--- src/rtl/mem_block_mover_if.sv ---
// Control and memory-bus bundle of the block mover.
// master: requester + memory side; slave: the mover itself.
interface mem_block_mover_if #(
  parameter int ADDR_W = 32,
  parameter int DATA_W = 32,
  parameter int CNT_W  = 7
);
  logic              start;
  logic              mode;
  logic [ADDR_W-1:0] src_addr;
  logic [ADDR_W-1:0] dst_addr;
  logic [CNT_W-1:0]  word_count;
  logic [DATA_W-1:0] fill_value;
  logic              busy;
  logic              done;
  logic [CNT_W-1:0]  words_done;
  logic              mem_r_en;
  logic              mem_w_en;
  logic [ADDR_W-1:0] mem_address;
  logic [DATA_W-1:0] mem_wdata;
  logic [DATA_W-1:0] mem_rdata;

  modport master (
    output start, mode, src_addr, dst_addr,
    output word_count, fill_value, mem_rdata,
    input  busy, done, words_done,
    input  mem_r_en, mem_w_en, mem_address, mem_wdata
  );

  modport slave (
    input  start, mode, src_addr, dst_addr,
    input  word_count, fill_value, mem_rdata,
    output busy, done, words_done,
    output mem_r_en, mem_w_en, mem_address, mem_wdata
  );
endinterface

--- src/rtl/mem_block_mover.sv ---
// Block copy / memset engine, second master on the data memory.
// Ports: clk, rst (sync, active-high), bus (slave modport).
module mem_block_mover #(
  parameter int ADDR_W = 32,
  parameter int DATA_W = 32,
  parameter int CNT_W  = 7
) (
  input logic clk,
  input logic rst,
  mem_block_mover_if.slave bus
);

  typedef enum logic [1:0] {
    S_IDLE, S_READ, S_WRITE, S_DONE
  } state_t;

  state_t r_state;
  state_t w_next;

  logic [ADDR_W-1:0] r_src;
  logic [ADDR_W-1:0] r_dst;
  logic [CNT_W-1:0]  r_rem;
  logic [CNT_W-1:0]  r_words;
  logic              r_mode;
  logic [DATA_W-1:0] r_fill;
  logic [DATA_W-1:0] r_buf;

  logic              w_r_en;
  logic              w_w_en;
  logic [ADDR_W-1:0] w_addr;
  logic [DATA_W-1:0] w_wdata;

  always_ff @(posedge clk) begin
    if (rst) begin
      r_state <= S_IDLE;
      r_src   <= '0;
      r_dst   <= '0;
      r_rem   <= '0;
      r_words <= '0;
      r_mode  <= 1'b0;
      r_fill  <= '0;
      r_buf   <= '0;
    end else begin
      r_state <= w_next;
      unique case (r_state)
        S_IDLE: begin
          if (bus.start) begin
            r_src   <= bus.src_addr;
            r_dst   <= bus.dst_addr;
            r_rem   <= bus.word_count;
            r_mode  <= bus.mode;
            r_fill  <= bus.fill_value;
            r_words <= '0;
          end
        end
        S_READ: begin
          r_buf <= bus.mem_rdata;
          r_src <= r_src + ADDR_W'(1);
        end
        S_WRITE: begin
          r_dst   <= r_dst + ADDR_W'(1);
          r_rem   <= r_rem - CNT_W'(1);
          r_words <= r_words + CNT_W'(1);
        end
        S_DONE: ;
      endcase
    end
  end

  always_comb begin
    w_next  = r_state;
    w_r_en  = 1'b0;
    w_w_en  = 1'b0;
    w_addr  = '0;
    w_wdata = '0;
    unique case (r_state)
      S_IDLE: begin
        if (bus.start) begin
          if (bus.word_count == '0)
            w_next = S_DONE;
          else if (bus.mode)
            w_next = S_WRITE;
          else
            w_next = S_READ;
        end
      end
      S_READ: begin
        w_r_en = 1'b1;
        w_addr = r_src;
        w_next = S_WRITE;
      end
      S_WRITE: begin
        w_w_en  = 1'b1;
        w_addr  = r_dst;
        w_wdata = r_mode ? r_fill : r_buf;
        if (r_rem == CNT_W'(1))
          w_next = S_DONE;
        else if (r_mode)
          w_next = S_WRITE;
        else
          w_next = S_READ;
      end
      S_DONE: begin
        w_next = S_IDLE;
      end
    endcase
  end

  // Reset wins even over the cycle it arrives in: the
  // in-flight access is suppressed, so an aborted write
  // never lands in memory.
  assign bus.mem_r_en    = w_r_en & ~rst;
  assign bus.mem_w_en    = w_w_en & ~rst;
  assign bus.mem_address = w_addr;
  assign bus.mem_wdata   = w_wdata;
  assign bus.busy        = (r_state != S_IDLE);
  assign bus.done        = (r_state == S_DONE);
  assign bus.words_done  = r_words;

endmodule

--- src/flat_wrapper.sv ---
// flat-port wrapper written by rule: the top's interface ports become plain ports
module mem_block_mover_flat 
#(
  parameter int ADDR_W = 32,
  parameter int DATA_W = 32,
  parameter int CNT_W  = 7
)
  (clk, rst, bus_start, bus_mode, bus_src_addr, bus_dst_addr, bus_word_count, bus_fill_value, bus_mem_rdata, bus_busy, bus_done, bus_words_done, bus_mem_r_en, bus_mem_w_en, bus_mem_address, bus_mem_wdata);
  mem_block_mover_if #(.ADDR_W(ADDR_W), .DATA_W(DATA_W), .CNT_W(CNT_W)) bus_i ();
  input logic clk;
  input logic rst;
  input wire logic [$bits(bus_i.start)-1:0] bus_start;
  input wire logic [$bits(bus_i.mode)-1:0] bus_mode;
  input wire logic [$bits(bus_i.src_addr)-1:0] bus_src_addr;
  input wire logic [$bits(bus_i.dst_addr)-1:0] bus_dst_addr;
  input wire logic [$bits(bus_i.word_count)-1:0] bus_word_count;
  input wire logic [$bits(bus_i.fill_value)-1:0] bus_fill_value;
  input wire logic [$bits(bus_i.mem_rdata)-1:0] bus_mem_rdata;
  output wire logic [$bits(bus_i.busy)-1:0] bus_busy;
  output wire logic [$bits(bus_i.done)-1:0] bus_done;
  output wire logic [$bits(bus_i.words_done)-1:0] bus_words_done;
  output wire logic [$bits(bus_i.mem_r_en)-1:0] bus_mem_r_en;
  output wire logic [$bits(bus_i.mem_w_en)-1:0] bus_mem_w_en;
  output wire logic [$bits(bus_i.mem_address)-1:0] bus_mem_address;
  output wire logic [$bits(bus_i.mem_wdata)-1:0] bus_mem_wdata;
  assign bus_i.start = bus_start;
  assign bus_i.mode = bus_mode;
  assign bus_i.src_addr = bus_src_addr;
  assign bus_i.dst_addr = bus_dst_addr;
  assign bus_i.word_count = bus_word_count;
  assign bus_i.fill_value = bus_fill_value;
  assign bus_i.mem_rdata = bus_mem_rdata;
  assign bus_busy = bus_i.busy;
  assign bus_done = bus_i.done;
  assign bus_words_done = bus_i.words_done;
  assign bus_mem_r_en = bus_i.mem_r_en;
  assign bus_mem_w_en = bus_i.mem_w_en;
  assign bus_mem_address = bus_i.mem_address;
  assign bus_mem_wdata = bus_i.mem_wdata;
  mem_block_mover #(.ADDR_W(ADDR_W), .DATA_W(DATA_W), .CNT_W(CNT_W)) u_core (.clk(clk), .rst(rst), .bus(bus_i));
endmodule
--- config.mk ---
export PLATFORM = sky130hd
export DESIGN_NAME = mem_block_mover_flat
export DESIGN_NICKNAME = d
export VERILOG_FILES = /design/src/rtl/mem_block_mover_if.sv /design/src/rtl/mem_block_mover.sv /design/src/flat_wrapper.sv
export SDC_FILE = /design/constraint.sdc
export NUM_CORES = 1
export LEC_CHECK = 0
export BUFFER_PORTS_ARGS = -buffer_cell sky130_fd_sc_hd__buf_4
export CORE_MARGIN = 2
export CORE_UTILIZATION = 35
export CTS_CLUSTER_DIAMETER = 100
export DETAILED_ROUTE_END_ITERATION = 16
export HOLD_SLACK_MARGIN = 0.12
export PLACE_DENSITY_LB_ADDON = 0.1
export SKIP_CTS_REPAIR_TIMING = 1
export SKIP_LAST_GASP = 1
export SYNTH_ARGS = -nofsm -noshare
export SYNTH_HDL_FRONTEND = slang
export SYNTH_SLANG_ARGS = --single-unit
--- constraint.sdc ---
create_clock -name clk -period 6.1 [get_ports clk]
set_clock_uncertainty 0.1 [all_clocks]
set_input_delay 0.305 -clock clk [delete_from_list [all_inputs] [get_ports clk]]
set_output_delay 0.305 -clock clk [all_outputs]
set_load 0.1 [all_outputs]
==> results of run 1 <==
[per-stage QoR]
stage / area (sq um) / setup slack, ps / total power [W]
6_report: 11400 / 2680 / 0.00472
3_3_place_gp: 9990 / 2870 / 0.00357
4_1_cts: 10600 / 2620 / 0.00470
5_1_grt: 11400 / 2390 / 0.00502
2_1_floorplan: 8330 / 2000 / 0.00303
3_5_place_dp: 9990 / 2850 / 0.00358
[power by group through the flow]
stage               Clock (W)  Combinational (W)  Sequential [W]
finish                0.00111            0.00207         0.00153
global route          0.00117            0.00227         0.00157
CTS                   0.00113            0.00204         0.00153
detailed placement          0            0.00203         0.00155
global placement            0            0.00202         0.00155
floorplan                   0            0.00164         0.00139
[cells in the final DEF (no fill, tap or decap), drive strengths merged, types with 4 or more instances in the layout]
| cell | Yosys | final |
|---|---|---|
| o2bb2ai | 7 | 7 |
| and4 | 8 | 8 |
| mux2 | 8 | 8 |
| and2 | 4 | 4 |
| nor4 | 15 | 15 |
| a22oi | 34 | 34 |
| o211ai | 4 | 4 |
| dlygate4sd3 | 0 | 77 |
| a311oi | 15 | 15 |
| nor2 | 128 | 128 |
| a21oi | 101 | 101 |
| dfxtp | 145 | 145 |
| a211oi | 15 | 15 |
| inv | 31 | 41 |
| a21o | 4 | 4 |
| o21ai | 36 | 36 |
| clkbuf | 62 | 17 |
| o31ai | 5 | 5 |
| buf | 23 | 221 |
| nand2 | 129 | 129 |
| ha | 9 | 9 |
| o32ai | 11 | 11 |
| nand3 | 31 | 31 |
| a21boi | 5 | 5 |
| or4 | 6 | 6 |
| and3 | 15 | 15 |
| nand4 | 24 | 24 |
| nor3 | 18 | 18 |
| mux2i | 72 | 72 |
| nor2b | 33 | 33 |
| a31oi | 14 | 14 |
| o22ai | 18 | 18 |
| or3 | 12 | 12 |
| clkinv | 1 | 4 |
[registers in the layout, indices dropped and copies added, names as in the netlist]
signal,count
u_core.r_state,2
u_core.r_src,32
u_core.r_buf,32
u_core.r_fill,32
u_core.r_dst,32
u_core.r_mode,1
u_core.r_rem,7
u_core.bus.words_done,7
[worst min-delay path, delay by kind of cell]
kind                   cells  cell delay, ps
buffers and inverters      1              90
AOI/OAI and AO/OA          2             170
[path summary, 6_finish.rpt]
path / end / cells past startpoint
setup / recovery: bus_mem_address[0] / 6
hold / removal: u_core.r_dst[15] / 3
setup reg to reg: u_core.r_src[23] / 7
hold reg to reg: u_core.r_fill[9] / 2
[layout make-up]
| cell class | count | area, sq um |
|---|---|---|
| Tap cell | 319 | 399 |
| Sequential cell | 145 | 2900 |
| Fill cell | 2356 | 12000 |
| Inverter | 32 | 120 |
| Timing Repair Buffer | 298 | 2430 |
| Multi-Input combinational cell | 813 | 4910 |
| Clock buffer | 17 | 425 |
| Clock inverter | 15 | 183 |
[metal layers]
metal	routed length [um]	vias up
li1	-	4375
met2	13600	326
met1	13000	4129
met3	2460	44
met5	0	-
met4	650	0
[cells by family (layout without fill, tap and decap cells)]
family          Yosys count  in the layout
simple gates            428            428
compound gates          292            292
flops                   145            145
buf+inv                 117            362
mux                      80             80
fa+ha+maj                 9              9
xor+xnor                  4              4
==> results.md, run 1 <==
- Status: finished, final reports clean
- Avg WL per Cell: between 15 and 20 um
- Gr usage total: 0.233
- Pint: 0.00252 W
- Main combinational cell family by area after synthesis: simple AND/OR/NAND/NOR gates
- Most frequent CP cell: buf_4
- DIE WIDTH: 158 um
- Critical Path AT: just over 3000 ps
- GRT met3 Usage: 0.0770
- Max cap viols: 0
- Sequential power share: 0.325
- CTS tree: yes
- Yosys cell types: 67
- Tightest Pin Transition: 1120 ps
- RSZ-0062 raised after global routing: false
- Grt total ovfl: 0
- Nets: 1,455
- Clock Tree Buf Depth: 2
- Post-synth ARST share: 0
- Crit end category: primary output
- Synth cell count leaders: dfxtp_1, nand2_1, nor2_1, a21oi_1, mux2i_1
- XOR/XNOR Fraction of Synth Area: 0.00420
- Layout area overhead: 36.4%
- DR DRC count: 0
- R2r setup slk: ~2800 ps
- Num CTS Buffers: 17
- Leading area contributor after synthesis: dfxtp_1
- Top cells by area, synth: dfxtp_1, mux2i_1, a21oi_1
- Final Cycle Share: 0.561
- First-pass GRT wire length: 45,300 um
- Final worst path period need: between 3000 and 4000 ps
- Final Util: 0.486
- Crit path max fanout: 62
- CP Cell Sequence: inv_1 > ha_4 > buf_4 > a22oi_1 > nor2b_1 > buf_4
- Initial antenna violation count: 0
- Met1 usage in global routing: 0.308
- Hold violation total from the final report: 0
- Syn Inst Count: 1,075
- Antenna violation net count after detailed routing: 0
- Fmax: 0.292 GHz
- Worst min-delay path class: in -> reg
- Cell area after synthesis: between 0.008 and 0.009 sq mm
- CP Launch Point: u_core.r_state[1]
- IO Port Bufs: 213
- Largest net degree at the start of global routing: 87
- Worst vdd ir: 0.237 mV
- Switching Share: 0.465
- Reg2reg start: u_core.r_state[1]
- Pleak: 4.27 nW
- Share of cells above drive strength 1: 0.209
- Psw: around 0.0022 W
- Sequential share of the synthesized area: 0.348
- Count leader, synth: dfxtp_1
- Clk pwr share: 0.236
- Drt pass-1 iters: 5
- Synth Area in Simple Gates: 0.245
- Vias: 8,874
- Most common flop cell mapped by yosys: dfxtp_1
- Clk slew on worst S/H paths: about 60 ps
- Post-synthesis mux area share: 0.0973
- First DRT Iteration DRCs: 532
- H-tree levels: 4
- Skew-Pair Late Insertion Delay: 430 ps
- Worst hold slack: 97.9 ps
- Non-filler instance count after layout: 1,639
- #FFs+latches synth: 145
- Synth Area in Compound Gates: 0.226
- Placed insts: 1,530
- Vias in the first global route: 8,057
- Routing usage on met2: 0.361
- Crit start category: register
- Initial core utilization: 0.356
- Detailed Route WL: 29,700 um
- Number of flops mapped to enable cells by yosys: 0
- Most Crowded Layer GR: met2
- # diodes: 0
- DR vias/cell: approximately 5.4
- HP Start: bus_dst_addr[15]
- Die Ht: between 150 and 200 um
- Num rows: 56
- Synth top area share: 0.348
- Path type of the worst setup path: reg -> out
- CTS sink count: 145
- Syn avg cell area: 7.75 sq um
- Core Footprint: 0.0234 sq mm
- Gpl congestion: 0.823
- Fin Setup TNS: 0 ps
- Max-slew violation count: 0
- Adder-Cell Fraction of Synth Area: 0.0135
- IO Pins: 214
- Setup Viol. Count Final: 0
- Worst slew margin: 0.254
- DP HPWL: 20,100 um
- CP bufs+invs: 3
- WP data required: 5690 ps
- Root buf cell: clkbuf_16
- CP max-delay cell: ha_4
- PD cells: 415 mW/mm^2
- Mapped Nets: 1,223
- Family with the most delay on the worst path: buffers and inverters
- Comb pwr share: 0.439
- Die area: 0.0251 sq mm
- Max stage delay on crit path: 750 ps
- Yosys warning count: 0
No activity file was read; power rests on OpenSTA's default activity.
==> run 2, diff against run 1 <==
Settings changed: ABC_AREA set to 1.
Clock period 6.1 ns to 3.3 ns, I/O delays scaled along.
==> results.md, run 2 <==
- Status: finished, final reports clean
- Vias in the first global route: about 9,100
- Post-synth ARST share: 0
- Syn Inst Count: 1,455
- First DRT Iteration DRCs: 744
- Final worst slack: roughly 360 ps
- Grt total ovfl: 0
- Fillers: 2,551
- DR vias/cell: 4.94
- Top cells by area, synth: dfxtp_1, nand2_1, nor2_1
- Fin Setup TNS: 0 ps
- Commonest non-fill, non-tap cell in the layout: nand2_1
- Final Util: 0.508
- Met2 WL: 14,900 um
- Comb pwr share: 0.370
- Hold violation total from the final report: 0
- Worst min-delay path class: in -> reg
- Skew-Pair Late Insertion Delay: 430 ps
- IO Port Bufs: 213
- Synth Area in Simple Gates: 0.370
- CTS tree: yes
- Die area: 0.0262 sq mm
- Crit path max fanout: 26
- DIE WIDTH: 162 um
- Core Footprint: 0.0244 sq mm
- XOR/XNOR Fraction of Synth Area: 0.00301
- Nets: approximately 1,900
- Clk pwr share: 0.281
- PD cells: 552 mW/mm^2
- Leading area contributor after synthesis: dfxtp_1
- Worst slew margin: 0.219
- Initial antenna violation count: 0
- Clk slew on worst S/H paths: 70 ps
- #FFs+latches synth: 145
- Max stage delay on crit path: 570 ps
- RSZ-0062 raised after global routing: false
- Critical Path AT: 3220 ps
- Adder-Cell Fraction of Synth Area: 0.0129
- Mapped Nets: 1,603
- Antenna violation net count after detailed routing: 0
- Commonest cells after routing, fill and taps aside: nand2_1, nor2_1, buf_4, o21ai_0, dfxtp_1
- Cell area after synthesis: between 0.008 and 0.009 sq mm
- Pint: just under 0.004 W
- Max cap viols: 0
- Yosys warning count: 0
- Drt pass-1 iters: 5
- Sequential share of the synthesized area: 0.333
- Num rows: 57
- Num CTS Buffers: 17
- Number of flops mapped to enable cells by yosys: 0
- DP HPWL: 21,800 um
- Synth Area in Compound Gates: 0.194
- Sequential power share: 0.349
- Crit start category: register
- Count leader, synth: nand2_1
- Final worst path period need: 2940 ps
- Vias: 10,300
- H-tree levels: 4
- Worst vdd ir: 0.353 mV
- IO Pins: 214
- Synth top area share: 0.333
- Share of cells above drive strength 1: 0.164
- CP max-delay cell: o21ai_4
- Pre-CTS setup slack: 832 ps
- Die Ht: ~160 um
- Detailed Route WL: 31,900 um
- Most common flop cell mapped by yosys: dfxtp_1
- Avg WL per Cell: 15.3 um
- Synth cell count leaders: nand2_1, nor2_1, o21ai_0, dfxtp_1, inv_1
- Most frequent CP cell: a21oi_1
- Psw: about 0.0029 W
- Path type of the worst setup path: reg -> reg
- Layout area overhead: 41.9%
- DR DRC count: 0
- Switching Share: 0.429
- Tightest Pin Transition: 1170 ps
- Clock Tree Buf Depth: 2
- WP data required: ~3600 ps
- Max-slew violation count: 0
- M1 WL: 14,800 um
- # diodes: 0
- First-pass GRT wire length: 48,300 um
- Syn avg cell area: 5.99 sq um
- Fmax: roughly 0.34 GHz
- Crit end category: register
- Root buf cell: clkbuf_16
- Main combinational cell family by area after synthesis: simple AND/OR/NAND/NOR gates
- Gr usage total: 0.230
- Initial core utilization: 0.358
- Pleak: 5.63 nW
- CP Cell Sequence: inv_1 > ha_1 > o21ai_4 > inv_2 > a21oi_1 > o21ai_1 > a21oi_1 > dlygate4sd3_1
- Final Cycle Share: 0.891
- Gpl congestion: 0.878
- Post-synthesis mux area share: 0
- Met3 wire len: 1720 um
- Yosys cell types: 41
- DR top layer: met4
- CTS sink count: 145
- Setup Viol. Count Final: 0
- Largest net degree at the start of global routing: 94
[run 2: cell count changes in the layout (fill, tap and decap cells not counted), moves of 32 or more]
cell | previous run | this run
a22oi_1 | 34 | 2
mux2i_1 | 72 | 0
nor2b_1 | 33 | 0
nor2_1 | 128 | 331
inv_1 | 30 | 105
nand3_1 | 29 | 70
dlygate4sd3_1 | 77 | 125
o21ai_0 | 34 | 178
nand2_1 | 128 | 343
[run 2: per-stage QoR]
stage	instances	area, sq um	hold WS [ps]	power [W]
2_1_floorplan	1455	8720	200	0.00411
3_3_place_gp	1926	10500	294	0.00479
3_5_place_dp	1926	10500	297	0.00481
4_1_cts	1958	11100	-156	0.00674
5_1_grt	2083	12400	126	0.00725
6_report	2083	12400	60.5	0.00683
[run 2: logic make-up (layout without fill, tap and decap cells)]
group | after synthesis | after routing
flops | 145 | 145
buf+inv | 190 | 494
compound gates | 314 | 314
fa+ha+maj | 9 | 9
simple gates | 794 | 794
xor+xnor | 3 | 3
[run 2: final timing paths]
path	from	endpoint	slack (ps)	cells past startpoint
max	u_core.r_state[0]	u_core.r_rem[3]	360	8
min	bus_src_addr[8]	u_core.r_src[8]	60	7
max reg2reg	u_core.r_state[0]	u_core.r_rem[3]	360	8
min reg2reg	u_core.r_rem[4]	u_core.r_rem[4]	390	2
[run 2: power by group through the flow]
stage | registers [W] | logic [W] | clock network, W
3_3_place_gp | 0.00241 | 0.00238 | 0
5_1_grt | 0.00242 | 0.00279 | 0.00203
3_5_place_dp | 0.00241 | 0.00240 | 0
6_report | 0.00238 | 0.00253 | 0.00192
2_1_floorplan | 0.00233 | 0.00178 | 0
4_1_cts | 0.00237 | 0.00241 | 0.00196
[run 2: cell type report]
cell class	instances	area [sq um]	area share
Multi-Input combinational cell	1120	5070	0.410
Inverter	111	417	0.0337
Timing Repair Buffer	351	3000	0.242
Clock inverter	14	144	0.0116
Tap cell	324	405	0.0327
Clock buffer	18	439	0.0355
Sequential cell	145	2900	0.234
[run 2: per-layer routing]
metal	global-route usage	vias to the layer above
met4	0.0587	0
met2	0.375	316
met5	0	-
li1	-	5286
met1	0.315	4667
met3	0.0426	29
[run 2: critical path: cells and delay by family, from the launching register on]
| kind | cells | cell delay [ps] |
|---|---|---|
| DFF | 1 | 410 |
| buffers and inverters | 3 | 1060 |
| AOI/OAI and AO/OA | 4 | 1010 |
| adders and majority gates | 1 | 300 |
==> run 3, diff against run 2 <==
Settings changed: RECOVER_POWER set to 50.
==> results.md, run 3 (synthesis results as in run 2) <==
- Vias: 10,300
- Crit end category: primary output
- Commonest cells after routing, fill and taps aside: nand2_1, nor2_1, buf_4, o21ai_0, dfxtp_1
- Fillers: about 2,600
- Worst slew margin: 0.0774
- IO Port Bufs: 213
- Fmax: 0.329 GHz
- RSZ-0062 raised after global routing: false
- Status: finished, final reports clean
- Drt pass-1 iters: 5
- Antenna violation net count after detailed routing: 0
- First DRT Iteration DRCs: 762
- DP HPWL: between 20,000 and 25,000 um
- First-pass GRT wire length: 48,300 um
- Pint: 0.00388 W
- CP Cell Sequence: inv_1 > ha_1 > inv_2 > clkbuf_2 > nor2_1 > buf_4
- Grt total ovfl: 0
- Critical Path AT: about 2800 ps
- Gpl congestion: slightly below 0.9
- Sequential power share: 0.350
- CTS sink count: 145
- DP Area: 0.0105 sq mm
- Non-filler instance count after layout: roughly 2,100
- # diodes: 0
- Clk slew on worst S/H paths: 70 ps
- Final Util: 0.505
- Core Footprint: 0.0244 sq mm
- Final worst path period need: 3040 ps
- Die area: roughly 0.026 sq mm
- Detailed Route WL: 31,800 um
- Clock Tree Buf Depth: 2
- Design area: ~0.012 sq mm
- Num rows: 57
- CTS tree: yes
- Worst vdd ir: 0.351 mV
- H-tree levels: 4
- WP data required: 3030 ps
- Max-slew violation count: 0
- Comb pwr share: 0.368
- Skew-Pair Late Insertion Delay: 430 ps
- Crit path max fanout: 69
- Fin Setup TNS: 0 ps
- Family with the most delay on the worst path: buffers and inverters
- Initial antenna violation count: 0
- Final Cycle Share: 0.922
- Worst min-delay path class: in -> reg
- Vias in the first global route: 9,115
- Share of cells above drive strength 1: 0.157
- DIE WIDTH: 162 um
- Largest net degree at the start of global routing: 94
- Max stage delay on crit path: 970 ps
- Switching Share: 0.429
- Num CTS Buffers: 17
- Nets: about 1,900
- PD cells: 552 mW/mm^2
- Die Ht: 162 um
- Root buf cell: clkbuf_16
- Pleak: approximately 5.6 nW
- Avg WL per Cell: between 15 and 20 um
- DR vias/cell: roughly 4.9
- Hold violation total from the final report: 0
- Max cap viols: 0
- Commonest non-fill, non-tap cell in the layout: nand2_1
- CP max-delay cell: clkbuf_2
- Setup Viol. Count Final: 0
- Initial core utilization: 0.358
- CP bufs+invs: 4
- DR DRC count: 0
- Gr usage total: 0.230
- Path type of the worst setup path: reg -> out
- Tightest Pin Transition: 1380 ps
- Clk pwr share: 0.282
- Placed insts: 1,926
- Psw: 0.00292 W
- Layout area overhead: 41.2%
- Crit start category: register
- IO Pins: 214
-- run 3: cell count changes in the layout (fill, tap and decap cells not counted), sizes merged --
| cell | previous run | this run |
|---|---|---|
| clkbuf | 18 | 31 |
| buf | 226 | 213 |
-- run 3: layout make-up --
class	instances	area, sq um	area share
clock buffer	18	439	0.0356
clock inverter	14	144	0.0117
inverter	111	417	0.0338
multi-input combinational	1120	5070	0.412
sequential	145	2900	0.236
tap	324	405	0.0329
timing repair buffer	351	2940	0.239
-- run 3: worst reg2reg max path, cell delays in order, from the launching register on --
cell and delay, ps:
dfxtp_1 410, inv_1 100, ha_1 260, inv_2 90
clkbuf_2 970, a21oi_1 210, o21ai_1 130, a21oi_1 90
dlygate4sd3_1 550
-- run 3: metal layers --
layer / wire [um] / vias to the layer above / GRT usage
met3: 1710 / 31 / 0.0426
met4: 505 / 0 / 0.0587
met5: 0 / - / 0
met2: 14900 / 308 / 0.375
li1: - / 5284 / -
met1: 14700 / 4681 / 0.315
-- run 3: final timing paths --
kind	slack [ps]	end	cells after the start	from
max	260	bus_mem_w_en	6	u_core.r_state[0]
min	60	u_core.r_src[8]	7	bus_src_addr[8]
max reg2reg	280	u_core.r_rem[3]	8	u_core.r_state[0]
min reg2reg	380	u_core.r_rem[4]	2	u_core.r_rem[4]
-- run 3: power by group through the flow --
stage / Clock, W / Sequential [W] / Combinational [W]
3_5_place_dp: 0 / 0.00241 / 0.00240
6_report: 0.00192 / 0.00238 / 0.00251
3_3_place_gp: 0 / 0.00241 / 0.00238
4_1_cts: 0.00196 / 0.00237 / 0.00241
2_1_floorplan: 0 / 0.00233 / 0.00178
5_1_grt: 0.00203 / 0.00242 / 0.00277
-- run 3: through the flow --
stage,hold slack [ps],power [W],worst slack [ps]
after floorplan,200,0.00411,307
after detailed placement,297,0.00481,832
after global placement,294,0.00479,891
after global routing,126,0.00722,115
after CTS,-156,0.00674,496
final,59.1,0.00681,258
